File: src/rtl/data_path.sv
// data_path: display timing generator fed by a word FIFO.
// Pixels are pushed while CSDisplay is high; the px/ln raster counters pop one
// word per active pixel and drive registered PixOut/DE/HBlank/VBlank/FrameStart.
// Optional feature macro: DP_FRAME_COUNT_EN enables the FrameCount counter;
// when undefined FrameCount is tied to zero.
module data_path #(
  parameter int FIFO_DEPTH = 16
) (
  input  logic        clk,
  input  logic        reset,
  input  logic [31:0] WData,
  input  logic        CSDisplay,
  input  logic [9:0]  AIPOut_PD,
  input  logic [9:0]  HBOut_PD,
  input  logic [9:0]  AILOut_PD,
  input  logic [9:0]  VBOut_PD,
  output logic [23:0] PixOut,
  output logic        DE,
  output logic        HBlank,
  output logic        VBlank,
  output logic        FrameStart,
  output logic        Full,
  output logic        Underflow,
  output logic [15:0] FrameCount
);

  localparam int AW = $clog2(FIFO_DEPTH);
  localparam int CW = AW + 1;
  localparam logic [CW-1:0] DEPTH_C = CW'(FIFO_DEPTH);

  typedef struct packed {
    logic [9:0] aip;
    logic [9:0] hb;
    logic [9:0] ail;
    logic [9:0] vb;
  } timing_cfg_t;

  // ---------------------------------------------------------------------------
  // Timing configuration
  // ---------------------------------------------------------------------------
  timing_cfg_t cfg_in, cfg_sh, cfg;
  logic [10:0] px, ln;
  logic        at_origin, load_cfg;
  logic [10:0] line_len, frame_len, last_px, last_ln;
  logic        px_wrap, ln_wrap, active;

  assign cfg_in    = {AIPOut_PD, HBOut_PD, AILOut_PD, VBOut_PD};
  assign at_origin = (px == 11'd0) && (ln == 11'd0);
  assign load_cfg  = at_origin && CSDisplay;

  // A new frame starts with the live inputs so that the (0,0) pixel itself
  // already obeys the new geometry; the rest of the frame uses the shadow.
  assign cfg = load_cfg ? cfg_in : cfg_sh;

  assign line_len  = {1'b0, cfg.aip} + {1'b0, cfg.hb};
  assign frame_len = {1'b0, cfg.ail} + {1'b0, cfg.vb};
  // Zero-length lines/frames degenerate to a single position.
  assign last_px   = (line_len  == 11'd0) ? 11'd0 : line_len  - 11'd1;
  assign last_ln   = (frame_len == 11'd0) ? 11'd0 : frame_len - 11'd1;
  assign px_wrap   = (px >= last_px);
  assign ln_wrap   = (ln >= last_ln);
  assign active    = CSDisplay && (px < {1'b0, cfg.aip}) && (ln < {1'b0, cfg.ail});

  // Shadow geometry: captured throughout reset and at every frame origin
  always_ff @(posedge clk) begin
    if (!reset || load_cfg) cfg_sh <= cfg_in;
  end

  // Raster counters, advance only while the display is selected
  always_ff @(posedge clk) begin
    if (!reset) begin
      px <= '0;
      ln <= '0;
    end else if (CSDisplay) begin
      if (px_wrap) begin
        px <= '0;
        ln <= ln_wrap ? 11'd0 : ln + 11'd1;
      end else begin
        px <= px + 11'd1;
      end
    end
  end

  // ---------------------------------------------------------------------------
  // Input FIFO
  // ---------------------------------------------------------------------------
  logic [23:0]   mem [FIFO_DEPTH];
  logic [AW-1:0] wr_ptr, rd_ptr;
  logic [CW-1:0] count, count_nxt;
  logic          fifo_empty, push, pop;
  logic [23:0]   rd_data;
  logic          unused_hi;

  // Upper byte of the source word carries no pixel data.
  assign unused_hi = ^WData[31:24];

  assign fifo_empty = (count == '0);
  // Full is the registered flag, so a pop in the same cycle cannot make room
  // for this cycle's push.
  assign push      = CSDisplay && !Full;
  assign pop       = active && !fifo_empty;
  assign count_nxt = count + CW'(push) - CW'(pop);
  assign rd_data   = mem[rd_ptr];

  // FIFO storage; contents need no reset, the pointers define validity
  always_ff @(posedge clk) begin
    if (reset && push) mem[wr_ptr] <= WData[23:0];
  end

  // FIFO pointers, occupancy and Full flag
  always_ff @(posedge clk) begin
    if (!reset) begin
      wr_ptr <= '0;
      rd_ptr <= '0;
      count  <= '0;
      Full   <= 1'b0;
    end else begin
      if (push) wr_ptr <= wr_ptr + AW'(1);
      if (pop)  rd_ptr <= rd_ptr + AW'(1);
      count <= count_nxt;
      Full  <= (count_nxt == DEPTH_C);
    end
  end

  // ---------------------------------------------------------------------------
  // Registered video outputs
  // ---------------------------------------------------------------------------
  // Outputs lag the counter state by one cycle
  always_ff @(posedge clk) begin
    if (!reset) begin
      PixOut     <= '0;
      DE         <= 1'b0;
      HBlank     <= 1'b0;
      VBlank     <= 1'b0;
      FrameStart <= 1'b0;
      Underflow  <= 1'b0;
    end else begin
      DE         <= active;
      HBlank     <= CSDisplay && (px >= {1'b0, cfg.aip});
      VBlank     <= CSDisplay && (ln >= {1'b0, cfg.ail});
      FrameStart <= load_cfg;
      // An underflowing active pixel still shows DE but blanks the data.
      PixOut     <= pop ? rd_data : 24'd0;
      Underflow  <= Underflow | (active && fifo_empty);
    end
  end

`ifdef DP_FRAME_COUNT_EN
  logic [15:0] frame_cnt;

  // Completed frames: counted on the wrap from the last position to (0,0)
  always_ff @(posedge clk) begin
    if (!reset)                             frame_cnt <= '0;
    else if (CSDisplay && px_wrap && ln_wrap) frame_cnt <= frame_cnt + 16'd1;
  end

  assign FrameCount = frame_cnt;
`else
  assign FrameCount = 16'd0;
`endif

endmodule

File: config.mk
export PLATFORM = sky130hd
export DESIGN_NAME = data_path
export DESIGN_NICKNAME = d
export VERILOG_FILES = /design/src/rtl/data_path.sv
export SDC_FILE = /design/constraint.sdc
export NUM_CORES = 1
export LEC_CHECK = 0
export ABC_CLOCK_PERIOD_IN_PS = 9400
export CAP_MARGIN = 20
export CELL_PAD_IN_SITES_DETAIL_PLACEMENT = 1
export CELL_PAD_IN_SITES_GLOBAL_PLACEMENT = 2
export CORE_MARGIN = 8
export CORE_UTILIZATION = 44
export DETAILED_ROUTE_END_ITERATION = 8
export GPL_ROUTABILITY_DRIVEN = 0
export HOLD_SLACK_MARGIN = 0.02
export PLACE_DENSITY_LB_ADDON = 0.25
export SKIP_CTS_REPAIR_TIMING = 1
export SLEW_MARGIN = 30
export SYNTH_ARGS = -nofsm -noshare
export SYNTH_HDL_FRONTEND = slang
export SYNTH_SLANG_ARGS = --single-unit
File: constraint.sdc
create_clock -name clk -period 9.4 [get_ports clk]
set_clock_uncertainty 0.05 [all_clocks]
set_input_delay 1.88 -clock clk [delete_from_list [all_inputs] [get_ports clk]]
set_output_delay 1.88 -clock clk [all_outputs]
set_load 0.01 [all_outputs]
==> results of run 1 <==
state kept, by name, summed over array words and instances (netlist names):
signal      cells
mem           384
cfg_sh         40
PixOut         24
ln             11
px             11
count           5
rd_ptr          4
wr_ptr          4
DE              1
FrameStart      1
Full            1
HBlank          1
Underflow       1
VBlank          1
cells in the final DEF (no fill, tap or decap), drive strengths merged, types with 18 or more instances in the layout:
cell / n
and3: 40
clkdlybuf4s50: 95
edfxtp: 424
nor3: 18
nand3: 29
a21oi: 33
xor2: 31
mux4: 120
dfxtp: 65
ha: 71
nor2: 72
clkbuf: 76
o21ai: 21
buf: 36
inv: 46
nand2: 123
xnor2: 35
Yosys cell counts (9+ instances only):
cell,n,area (sq um)
edfxtp_1,424,12700
nand2_1,123,462
mux4_2,120,2700
ha_1,71,888
nor2_1,71,267
dfxtp_1,65,1300
inv_1,44,165
and3_1,40,250
clkbuf_1,37,139
xnor2_1,35,307
a21oi_1,33,165
xor2_1,31,272
nand3_1,29,145
o21ai_0,18,90.1
buf_4,17,128
nor3_1,17,85.1
buf_1,15,56.3
a21o_1,14,105
mux2i_1,13,130
maj3_1,12,120
and2_1,11,68.8
nand2b_1,11,68.8
nand4_1,9,56.3
path summary, 6_finish.rpt:
kind	from	to	slack (ps)	cells after the start
setup / recovery	CSDisplay	ln[9]	1140	27
hold / removal	Underflow	Underflow	420	1
setup reg to reg	px[0]	ln[9]	2210	28
hold reg to reg	Underflow	Underflow	420	1
cells by family after synthesis:
logic type / Yosys count / share of synthesized area [%]
xor+xnor: 66 / 2.66
flops: 489 / 64.7
other cells: 1 / 0.0173
compound gates: 126 / 4.10
fa+ha+maj: 84 / 4.74
buf+inv: 120 / 2.44
mux: 136 / 13.2
simple gates: 355 / 8.17
power by group through the flow:
stage,Sequential [uW],Clock (uW),Combinational [uW]
after CTS,2510,1990,1250
after detailed placement,2560,0,1240
after global routing,2520,2050,1360
after global placement,2550,0,1210
final,2510,1930,1230
after floorplan,2520,0,896
cell type report:
class / instances / area (sq um)
diodes: 3 / 7.51
clock buffers: 76 / 1420
clock inverters: 15 / 185
fillers: 4697 / 23700
inverters: 44 / 165
multi-input cells: 783 / 7270
flip-flops and latches: 489 / 14000
well taps: 664 / 831
repair buffers: 131 / 1220
layer usage:
metal | up-vias | part of all wire (%)
met2 | 272 | 51
li1 | 5569 | -
met4 | 0 | 1.8
met1 | 6346 | 43
met5 | - | 0
met3 | 61 | 5.1
per-stage QoR:
stage,util [%],hold slack [ps],instances,setup slack (ps)
after floorplan,-,459,1392,1300
after CTS,51.4,432,2202,1080
after global routing,51.5,467,2204,603
final,51.5,423,2205,1140
after global placement,48.1,406,2111,555
after detailed placement,48.2,417,2111,463
==> flow_metrics.py, run 1 <==
metrics = {
    "run_status": {
        "status": "finished clean",
    },
    "timing": {
        "fmax_mhz": 121,
        "period_minus_slack_ps": 8260,
        "hold_viol_final": 0,
        "setup_viol": 0,
        "worstMarginPinSlew_ps": 970,
        "rsz0062_at_grt": "no",
        "setup_tns_ps": 0,
        "fin_crit_sh_pct": 87.9,
        "relSlewSlack_pct": 35.3,
        "slew_viol_final": 0,
    },
    "yosys": {
        "synth-main-ff-cell": "edfxtp_1",
        "synth_edf_count": 424,
        "yosysSeqAreaShare_pct": 64.7,
        "ys_types": 73,
        "syn_inst": 1377,
        "syn_area_sq_um": 21700,
        "syn_area_per_cell_sq_um": 15.8,
        "async_flop_share_pct": 0,
        "ys_ff_latch": 489,
        "ys_warn_count": 0,
    },
    "floorplanning": {
        "start_util_pct": 44.4,
        "core-area_sq_um": 48800,
        "rows": 81,
        "die-area_sq_um": 56700,
        "ioPinCount": 121,
        "die_y_um": 238,
        "die_x_um": 238,
    },
    "placement": {
        "place_hpwl_mm": 32.3,
        "place_area_sq_um": 23500,
        "port-buffer-count": 96,
    },
    "clock_tree": {
        "htree_levels": 2,
        "cts_buffers": 50,
        "cts_sinks": 489,
        "cts_tree": "done",
        "root_buffer": "clkbuf_16",
        "clk_pin_slew_ps": 60,
        "clockBufferDepth": 3,
        "clk-insertion-delay-late_ps": 600,
    },
    "global_routing": {
        "antenna_found_initial": 4,
        "met3_usage_pct": 3.84,
        "grt_pass1_vias": 13500,
        "met2_usage_pct": 32.6,
        "grt_pass1_wl_mm": 81.6,
        "grt-busiest-layer": "met2",
        "grt_max_degree": 51,
        "grt_usage_pct": 18.9,
        "gr-total-overflow": 0,
        "use_met1_pct": 24.2,
    },
    "power_and_ir_drop": {
        "internal_power_uw": 4150,
        "p_switching_uw": 1520,
        "total_power_uw": 5670,
        "p_clk_share_pct": 34.1,
        "p_leak_uw": 0.00872,
        "pwr-share-seq_pct": 44.3,
        "irDropWorstVdd_mv": 0.163,
        "switching_share_pct": 26.8,
        "share_comb_of_total_power_pct": 21.6,
        "pwr_density_cell_nw_per_um2": 225,
    },
    "setup_path": {
        "path_class": "in2reg",
        "critPathArrivalTime_ps": 8710,
        "cp_common_cell": "a21o_1",
        "cpPeakStageDelay_ps": 700,
        "cp_max_fo": 30,
        "cp-start-kind": "input pin",
        "path_delay_family": "simple AND/OR/NAND/NOR gates",
        "path_buf_inv": 3,
        "endpoint_kind": "flop",
        "cp_slowest_cell": "or4b_1",
        "required_ps": 9850,
    },
    "detailed_routing": {
        "wl_per_cell_um": 24.1,
        "vias": 12200,
        "via_per_inst": 5.55,
        "drt_iter0_drc": 889,
        "drtAntennaViolNets": 0,
        "first_pass_iters": 5,
        "drc_errors": 0,
        "detail_route.wirelength_mm": 53.1,
    },
    "hold_path": {
        "min_path_type": "reg2reg",
    },
    "cells_and_area": {
        "area_growth_pct": 15.8,
        "final_layout_size_suffix_gt1_share_pct": 17.7,
        "design_area_sq_um": 25100,
        "fin_nets": 1646,
    },
    "job": {
        "drv_cap": 0,
    },
}
Power figures use the tool's default switching activity.
==> inputs of run 2 (changes only) <==
CORE_MARGIN = not set   (was 8)
CORE_UTILIZATION = 46   (was 44)
CTS_BUF_LIST = sky130_fd_sc_hd__clkbuf_8   (was not set)
CTS_CLUSTER_SIZE = 25   (was not set)
==> flow_metrics.py, run 2 (synthesized netlist as in run 1, its figures left out) <==
metrics = {
    "floorplanning": {
        "die_x_um": 219,
        "die-area_sq_um": 48100,
        "ioPinCount": 121,
        "rows": 79,
        "die_y_um": 219,
        "core-area_sq_um": 46600,
        "start_util_pct": 46.6,
    },
    "setup_path": {
        "critPathArrivalTime_ps": 8770,
        "path_class": "in2reg",
        "cp_slowest_cell": "or3_2",
        "endpoint_kind": "flop",
        "path_delay_family": "simple AND/OR/NAND/NOR gates",
        "path_buf_inv": 1,
        "cp_max_fo": 20,
        "cpPeakStageDelay_ps": 760,
        "cp-start-kind": "input pin",
        "required_ps": 9920,
    },
    "detailed_routing": {
        "drt_iter0_drc": 843,
        "via_per_inst": 5.68,
        "detail_route.wirelength_mm": 52.2,
        "first_pass_iters": 4,
        "drtAntennaViolNets": 0,
        "wl_per_cell_um": 23.7,
        "vias": 12500,
        "drc_errors": 0,
    },
    "power_and_ir_drop": {
        "p_leak_uw": 0.00889,
        "share_comb_of_total_power_pct": 22.1,
        "switching_share_pct": 27.7,
        "total_power_uw": 5590,
        "internal_power_uw": 4040,
        "pwr_density_cell_nw_per_um2": 223,
        "p_switching_uw": 1550,
        "p_clk_share_pct": 33.4,
        "pwr-share-seq_pct": 44.5,
        "irDropWorstVdd_mv": 0.160,
    },
    "timing": {
        "worst_slack_ps": 1150,
        "hold_viol_final": 0,
        "worstMarginPinSlew_ps": 989,
        "relSlewSlack_pct": 34.0,
        "fmax_mhz": 121,
        "period_minus_slack_ps": 8250,
        "slew_viol_final": 0,
        "fin_crit_sh_pct": 87.7,
        "setup_viol": 0,
        "rsz0062_at_grt": "no",
        "setup_tns_ps": 0,
    },
    "cells_and_area": {
        "fillers": 4437,
        "final_layout_size_suffix_gt1_share_pct": 19.6,
        "largest_reg_flops": 384,
        "final_cell_mix": "edfxtp_1 (424), nand2_1 (122), mux4_2 (120), clkbuf_8 (100), clkdlybuf4s50_1 (96)",
        "top_regs": "mem (384), cfg_sh (40), PixOut (24)",
        "area_growth_pct": 15.7,
        "design_area_sq_um": 25100,
        "num_antenna_cells": 0,
        "fin_nets": 1677,
        "max_flop_register": "mem",
        "final_common_cell": "edfxtp_1",
    },
    "clock_tree": {
        "htree_levels": 3,
        "root_buffer": "clkbuf_8",
        "clk-insertion-delay-late_ps": 660,
        "clockBufferDepth": 3,
        "cts_tree": "done",
        "cts_sinks": 489,
        "cts_buffers": 82,
        "clk_pin_slew_ps": 60,
    },
    "global_routing": {
        "grt_usage_pct": 22.3,
        "grt_pass1_wl_mm": 78.8,
        "gr-total-overflow": 0,
        "antenna_found_initial": 1,
        "grt_max_degree": 52,
        "grt_pass1_vias": 13300,
    },
    "hold_path": {
        "min_path_type": "reg2reg",
    },
    "placement": {
        "port-buffer-count": 96,
        "dp_slack_ps": 390,
        "place_hpwl_mm": 31.3,
        "place_area_sq_um": 23500,
    },
    "run_status": {
        "status": "finished clean",
    },
    "job": {
        "drv_cap": 0,
    },
}
[run 2: changes by cell type in the layout (fill, tap and decap cells not counted), sizes merged]
cell and change:
clkinv +6, clkdlybuf4s50 +1, clkbuf +24, inv +32
diode -3, buf -2, bufinv -1
[run 2: final cells by class]
| class | count | area (sq um) | area share, % |
|---|---|---|---|
| clock buffers | 100 | 1380 | 5.48 |
| clock inverters | 52 | 274 | 1.09 |
| inverters | 44 | 165 | 0.658 |
| multi-input cells | 783 | 7270 | 28.9 |
| flip-flops and latches | 489 | 14000 | 55.9 |
| well taps | 607 | 759 | 3.02 |
| repair buffers | 130 | 1220 | 4.87 |
[run 2: worst paths after layout]
path | from | to | slack [ps] | cells after the start
hold reg to reg | Underflow | Underflow | 420 | 1
setup reg to reg | ln[0] | ln[9] | 2080 | 29
setup / recovery | CSDisplay | ln[9] | 1150 | 28
hold / removal | Underflow | Underflow | 420 | 1
[run 2: power by group through the flow]
stage | logic [uW] | clock network (uW) | registers, uW
6_report | 1240 | 1870 | 2490
5_1_grt | 1370 | 2000 | 2500
4_1_cts | 1260 | 1920 | 2490
3_5_place_dp | 1250 | 0 | 2540
3_3_place_gp | 1220 | 0 | 2530
2_1_floorplan | 896 | 0 | 2520
[run 2: per-layer routing]
metal / vias to the layer above / global-route usage (%) / part of all wire [%]
li1: 5641 / - / -
met1: 6453 / 28.4 / 42
met2: 322 / 38.3 / 51
met3: 99 / 4.26 / 4.9
met4: 2 / 7.31 / 2.5
met5: - / 0 / 0.017
[run 2: per-stage QoR]
stage	hold WS (ps)	instances	utilization, %
final	421	2205	53.9
after global placement	405	2053	50.4
after CTS	426	2205	53.9
after global routing	437	2205	53.9
after detailed placement	413	2053	50.4
after floorplan	459	1392	-
==> edit 1: new RTL, flow settings as in run 1 <==
Put one more register stage on the output `Underflow`, with the module's reset. The value now appears one clock later. The other outputs are not delayed to match.
--- a/src/rtl/data_path.sv
+++ b/src/rtl/data_path.sv
@@ -34,6 +34,8 @@
     logic [9:0] ail;
     logic [9:0] vb;
   } timing_cfg_t;
+
+  logic Underflow_s0;
 
   // ---------------------------------------------------------------------------
   // Timing configuration
@@ -133,7 +135,7 @@
       HBlank     <= 1'b0;
       VBlank     <= 1'b0;
       FrameStart <= 1'b0;
-      Underflow  <= 1'b0;
+      Underflow_s0 <= 1'b0;
     end else begin
       DE         <= active;
       HBlank     <= CSDisplay && (px >= {1'b0, cfg.aip});
@@ -141,7 +143,7 @@
       FrameStart <= load_cfg;
       // An underflowing active pixel still shows DE but blanks the data.
       PixOut     <= pop ? rd_data : 24'd0;
-      Underflow  <= Underflow | (active && fifo_empty);
+      Underflow_s0 <= Underflow_s0 | (active && fifo_empty);
     end
   end
 
@@ -159,5 +161,13 @@
   assign FrameCount = 16'd0;
 `endif
 
+  always_ff @(posedge clk) begin
+    if (!reset) begin
+      Underflow <= '0;
+    end else begin
+      Underflow <= Underflow_s0;
+    end
+  end
+
 endmodule
 
Formal check against the unedited RTL: not equivalent (a bounded check fails within 4 cycles, from zero or initial values and one cycle with reset low).
==> edit 1 against run 1 <==
  * Sequential cell count is 1 higher
  * Global-route usage is 0.62 points lower
  * Worst setup slack gained 0.049 ns
  * Fmax grew 0.60%
  * Final area fell by 0.30%
  * Critical path depth is the same
  * Final cell count down 0.63%
  * Total power decreased by 0.25%
  * Non-clock buffer count decreased by 7
  * Wire length is 2.5% lower
  * Area after synthesis about the same
  * Largest power group unchanged
==> edit 1: results (changes against run 1) <==
\begin{tabular}{lr}
\hline
Metric & Value \\
\hline
\multicolumn{2}{l}{\textbf{Status}} \\
\quad Status & finished clean \\
\multicolumn{2}{l}{\textbf{Pwr}} \\
\quad Net switching power of the design & 1.55 mW (+2.0\%) \\
\multicolumn{2}{l}{\textbf{Route}} \\
\quad Post-detailed-route via-to-cell ratio & 5.48 (-1.4\%) \\
\quad Post-detailed-routing wire length & 51800 µm (-2.5\%) \\
\quad Detailed Route Iter0 Violations & 678 (-24\%) \\
\multicolumn{2}{l}{\textbf{Logic synthesis}} \\
\quad Count of different cell masters after synthesis & 70 (-4.1\%) \\
\quad Sequential-to-total area share from yosys stat & 0.648 (+0.00156) \\
\quad Xor and xnor fraction of the mapped netlist area & 0.0275 (+0.000834) \\
\quad Compound-Gate Fraction of Synth Area & 0.0362 (-0.00486) \\
\quad Area share of fa/ha/maj cells after synthesis & 0.0503 (+0.00287) \\
\quad Top area cells in the synthesized netlist & sky130\_fd\_sc\_hd\_\_edfxtp\_1, sky130\_fd\_sc\_hd\_\_mux4\_2, sky130\_fd\_sc\_hd\_\_dfxtp\_1, sky130\_fd\_sc\_hd\_\_ha\_1, sky130\_fd\_sc\_hd\_\_nand2\_1 \\
\multicolumn{2}{l}{\textbf{Setup path}} \\
\quad Max stage delay cell, worst path & sky130\_fd\_sc\_hd\_\_nor4\_1 \\
\quad R2R Path End & ln[1]\$\_SDFFE\_PN0P\_ \\
\quad Reg-to-Reg Start & ln[0]\$\_SDFFE\_PN0P\_ \\
\multicolumn{2}{l}{\textbf{Global routing}} \\
\quad Pin count of the biggest net entering global routing & 58 (+14\%) \\
\quad Combined global-route utilization of all metal layers & 0.182 (-0.00620) \\
\quad Number of global-route vias before repair & 13100 (-2.6\%) \\
\multicolumn{2}{l}{\textbf{Clocking}} \\
\quad TritonCTS Buffers & 51 (+2.0\%) \\
\multicolumn{2}{l}{\textbf{Timing}} \\
\quad Worst Tran Pin Value & 0.988 ns (+0.0184 ns) \\
\multicolumn{2}{l}{\textbf{Cells and area}} \\
\quad Share of layout cells above drive strength 1 & 0.176 (-0.000460) \\
\quad Non-Filler Instances & 2191 (-0.63\%) \\
\quad Layout Nets & 1630 (-0.97\%) \\
\quad Filler Cells Inserted & 4612 (-1.8\%) \\
\multicolumn{2}{l}{\textbf{Placement}} \\
\quad Worst slack after detailed placement & 0.664 ns (+0.202 ns) \\
\quad Total cell area at the placement stage & 23500 µm² (-0.16\%) \\
\quad Placed wire-length estimate & 31800 µm (-1.7\%) \\
\hline
\end{tabular}
edit 1: changes by cell type after synthesis, moves of 5 or more:
| cell | change |
|---|---|
| sky130_fd_sc_hd__xor2_1 | +6 |
| sky130_fd_sc_hd__mux2i_1 | +6 |
| sky130_fd_sc_hd__nor2b_1 | +26 |
| sky130_fd_sc_hd__nand2_1 | -9 |
| sky130_fd_sc_hd__a21oi_1 | +6 |
| sky130_fd_sc_hd__or2_2 | +5 |
| sky130_fd_sc_hd__nand3_1 | -7 |
| sky130_fd_sc_hd__nor3_1 | -5 |
| sky130_fd_sc_hd__clkbuf_1 | -5 |
| sky130_fd_sc_hd__and3_1 | -26 |
| sky130_fd_sc_hd__maj3_1 | +5 |
edit 1: cell type report:
cell class / instances / area share
sequential: 490 / 0.561
multi-input combinational: 769 / 0.288
clock buffer: 68 / 0.0543
timing repair buffer: 124 / 0.0477
tap: 664 / 0.0331
clock inverter: 27 / 0.00849
inverter: 47 / 0.00704
antenna: 2 / 0.000200
edit 1: through the flow:
step	hold WS [ns]	total power [mW]
after global routing	0.460	5.92
final	0.426	5.65
after global placement	0.406	3.78
after floorplan	0.386	3.45
after detailed placement	0.413	3.82
after CTS	0.436	5.73
edit 1: power by group through the flow:
stage	clock network, mW	logic [mW]	registers [mW]
after floorplan	0	0.924	2.53
after global placement	0	1.19	2.59
after detailed placement	0	1.26	2.56
after CTS	1.94	1.27	2.52
after global routing	2.01	1.38	2.52
final	1.89	1.25	2.51
edit 1: layer usage:
| metal | up-vias | global-route usage | part of all wire |
|---|---|---|---|
| li1 | 5474 | - | - |
| met1 | 6179 | 0.231 | 0.43 |
| met2 | 264 | 0.319 | 0.50 |
| met3 | 79 | 0.0318 | 0.045 |
| met4 | 0 | 0.0549 | 0.023 |
| met5 | - | 0 | 0 |
==> edit 2: new RTL, settings of run 1 <==
Made on the original files. Set the parameter `FIFO_DEPTH` to 32 (it was 16).
--- a/src/rtl/data_path.sv
+++ b/src/rtl/data_path.sv
@@ -4,7 +4,7 @@
 // Optional feature macro: DP_FRAME_COUNT_EN enables the FrameCount counter;
 // when undefined FrameCount is tied to zero.
 module data_path #(
-  parameter int FIFO_DEPTH = 16
+  parameter int FIFO_DEPTH = 32
 ) (
   input  logic        clk,
   input  logic        reset,
Behaviour: same outputs for any inputs over 4 cycles, from zero or initial values and one cycle with reset low; that may be too few to reach the edited logic, so the function may still have changed.
==> edit 2 against run 1 <==
  * Total power up 70%
  * Sequential share of layout area up 4.9 points
  * Area after synthesis up 69%
  * Register-to-register slack worse by 0.53 ns
  * Sequential cell count up 387
  * Wire length up 79%
  * Utilization down 0.72 points
  * Worst setup slack better by 0.23 ns
  * Final area up 68%
==> edit 2: results (changes against run 1) <==
\begin{tabular}{lr}
\hline
Metric & Value \\
\hline
\multicolumn{2}{l}{\textbf{Pwr}} \\
\quad Net switching fraction of the power & 0.255 (-0.0131) \\
\quad Peak ir drop on the vdd network & 214 µV (+32\%) \\
\quad Clock network fraction of design power & 0.375 (+0.034) \\
\quad Static leakage & 13.7 nW (+57\%) \\
\multicolumn{2}{l}{\textbf{Cells and area}} \\
\quad Relative area of clock buffers and inverters in the final design & 0.0724 (+0.00845) \\
\quad \# diodes & 1 (-2) \\
\quad Share of layout cells above drive strength 1 & 0.232 (+0.0552) \\
\quad Count of multi-input combinational gates & 993 (+27\%) \\
\quad Largest registers in the final layout & mem (768), cfg\_sh (40), PixOut (24) \\
\quad Layout buffer count excluding clock buffers & 152 (+16\%) \\
\quad Filler Cells Inserted & 7597 (+62\%) \\
\quad Layout Nets & 2312 (+40\%) \\
\multicolumn{2}{l}{\textbf{Placement}} \\
\quad Total cell area at the placement stage & 39300 µm² (+67\%) \\
\quad Placed wire-length estimate & 56100 µm (+73\%) \\
\multicolumn{2}{l}{\textbf{Clocking}} \\
\quad TritonCTS Buffers & 92 (+84\%) \\
\quad H-tree levels & 3 (+1) \\
\multicolumn{2}{l}{\textbf{Min path}} \\
\quad Depth of the worst hold-timing path & 2 (+1) \\
\quad Startpoint of the tightest hold check path & rd\_ptr[0]\$\_SDFFE\_PN0P\_ \\
\multicolumn{2}{l}{\textbf{Route}} \\
\quad Drt first pass iters & 7 (+2) \\
\quad Detailed Route Iter0 Violations & 1676 (+89\%) \\
\multicolumn{2}{l}{\textbf{Global routing}} \\
\quad Pin count of the biggest net entering global routing & 62 (+22\%) \\
\quad Antenna violations before repair & 7 (+3) \\
\quad Global-route wire length before repair & 140000 µm (+71\%) \\
\quad Combined global-route utilization of all metal layers & 0.202 (+0.0133) \\
\multicolumn{2}{l}{\textbf{Status}} \\
\quad Status & finished clean \\
\multicolumn{2}{l}{\textbf{Setup path}} \\
\quad Max stage delay cell, worst path & sky130\_fd\_sc\_hd\_\_or4\_1 \\
\quad R2R Path End & px[6]\$\_SDFFE\_PN0P\_ \\
\quad Arrival @ worst endpoint & 8.52 ns (-0.19 ns) \\
\quad Number of cells on the worst reg-to-reg path & 27 (-3.6\%) \\
\multicolumn{2}{l}{\textbf{Logic synthesis}} \\
\quad Compound-Gate Fraction of Synth Area & 0.0279 (-0.0131) \\
\quad Fraction of synthesized area in multiplexers & 0.159 (+0.0272) \\
\quad Xor and xnor fraction of the mapped netlist area & 0.0140 (-0.0126) \\
\quad Count of different cell masters after synthesis & 84 (+15\%) \\
\multicolumn{2}{l}{\textbf{Timing}} \\
\quad Final worst hold slack & 0.495 ns (+0.0722 ns) \\
\hline
\end{tabular}
## edit 2: changes by cell type after synthesis, sizes merged, moves of 9 or more
| cell | run 1 | this run |
|---|---|---|
| nor2 | 72 | 117 |
| edfxtp | 424 | 808 |
| o21ai | 21 | 31 |
| clkbuf | 37 | 66 |
| or4 | 1 | 10 |
| mux4 | 120 | 242 |
| mux2i | 13 | 38 |
| and3 | 40 | 9 |
| a21oi | 33 | 44 |
| nor3 | 18 | 9 |
## edit 2: per-layer routing
layer,vias up,GRT usage,part of all wire
li1,8375,-,-
met1,10400,0.260,0.41
met2,594,0.355,0.51
met3,163,0.0317,0.049
met4,2,0.0569,0.028
met5,-,0,0.00014
## edit 2: per-stage QoR
step	utilization	total power, mW	setup slack [ns]	cells
floorplan	-	5.65	0.569	2027
global placement	0.472	6.10	0.792	3148
global route	0.507	10.0	0.892	3322
detailed placement	0.472	6.15	0.737	3149
finish	0.507	9.66	1.38	3322
CTS	0.509	9.77	1.40	3321
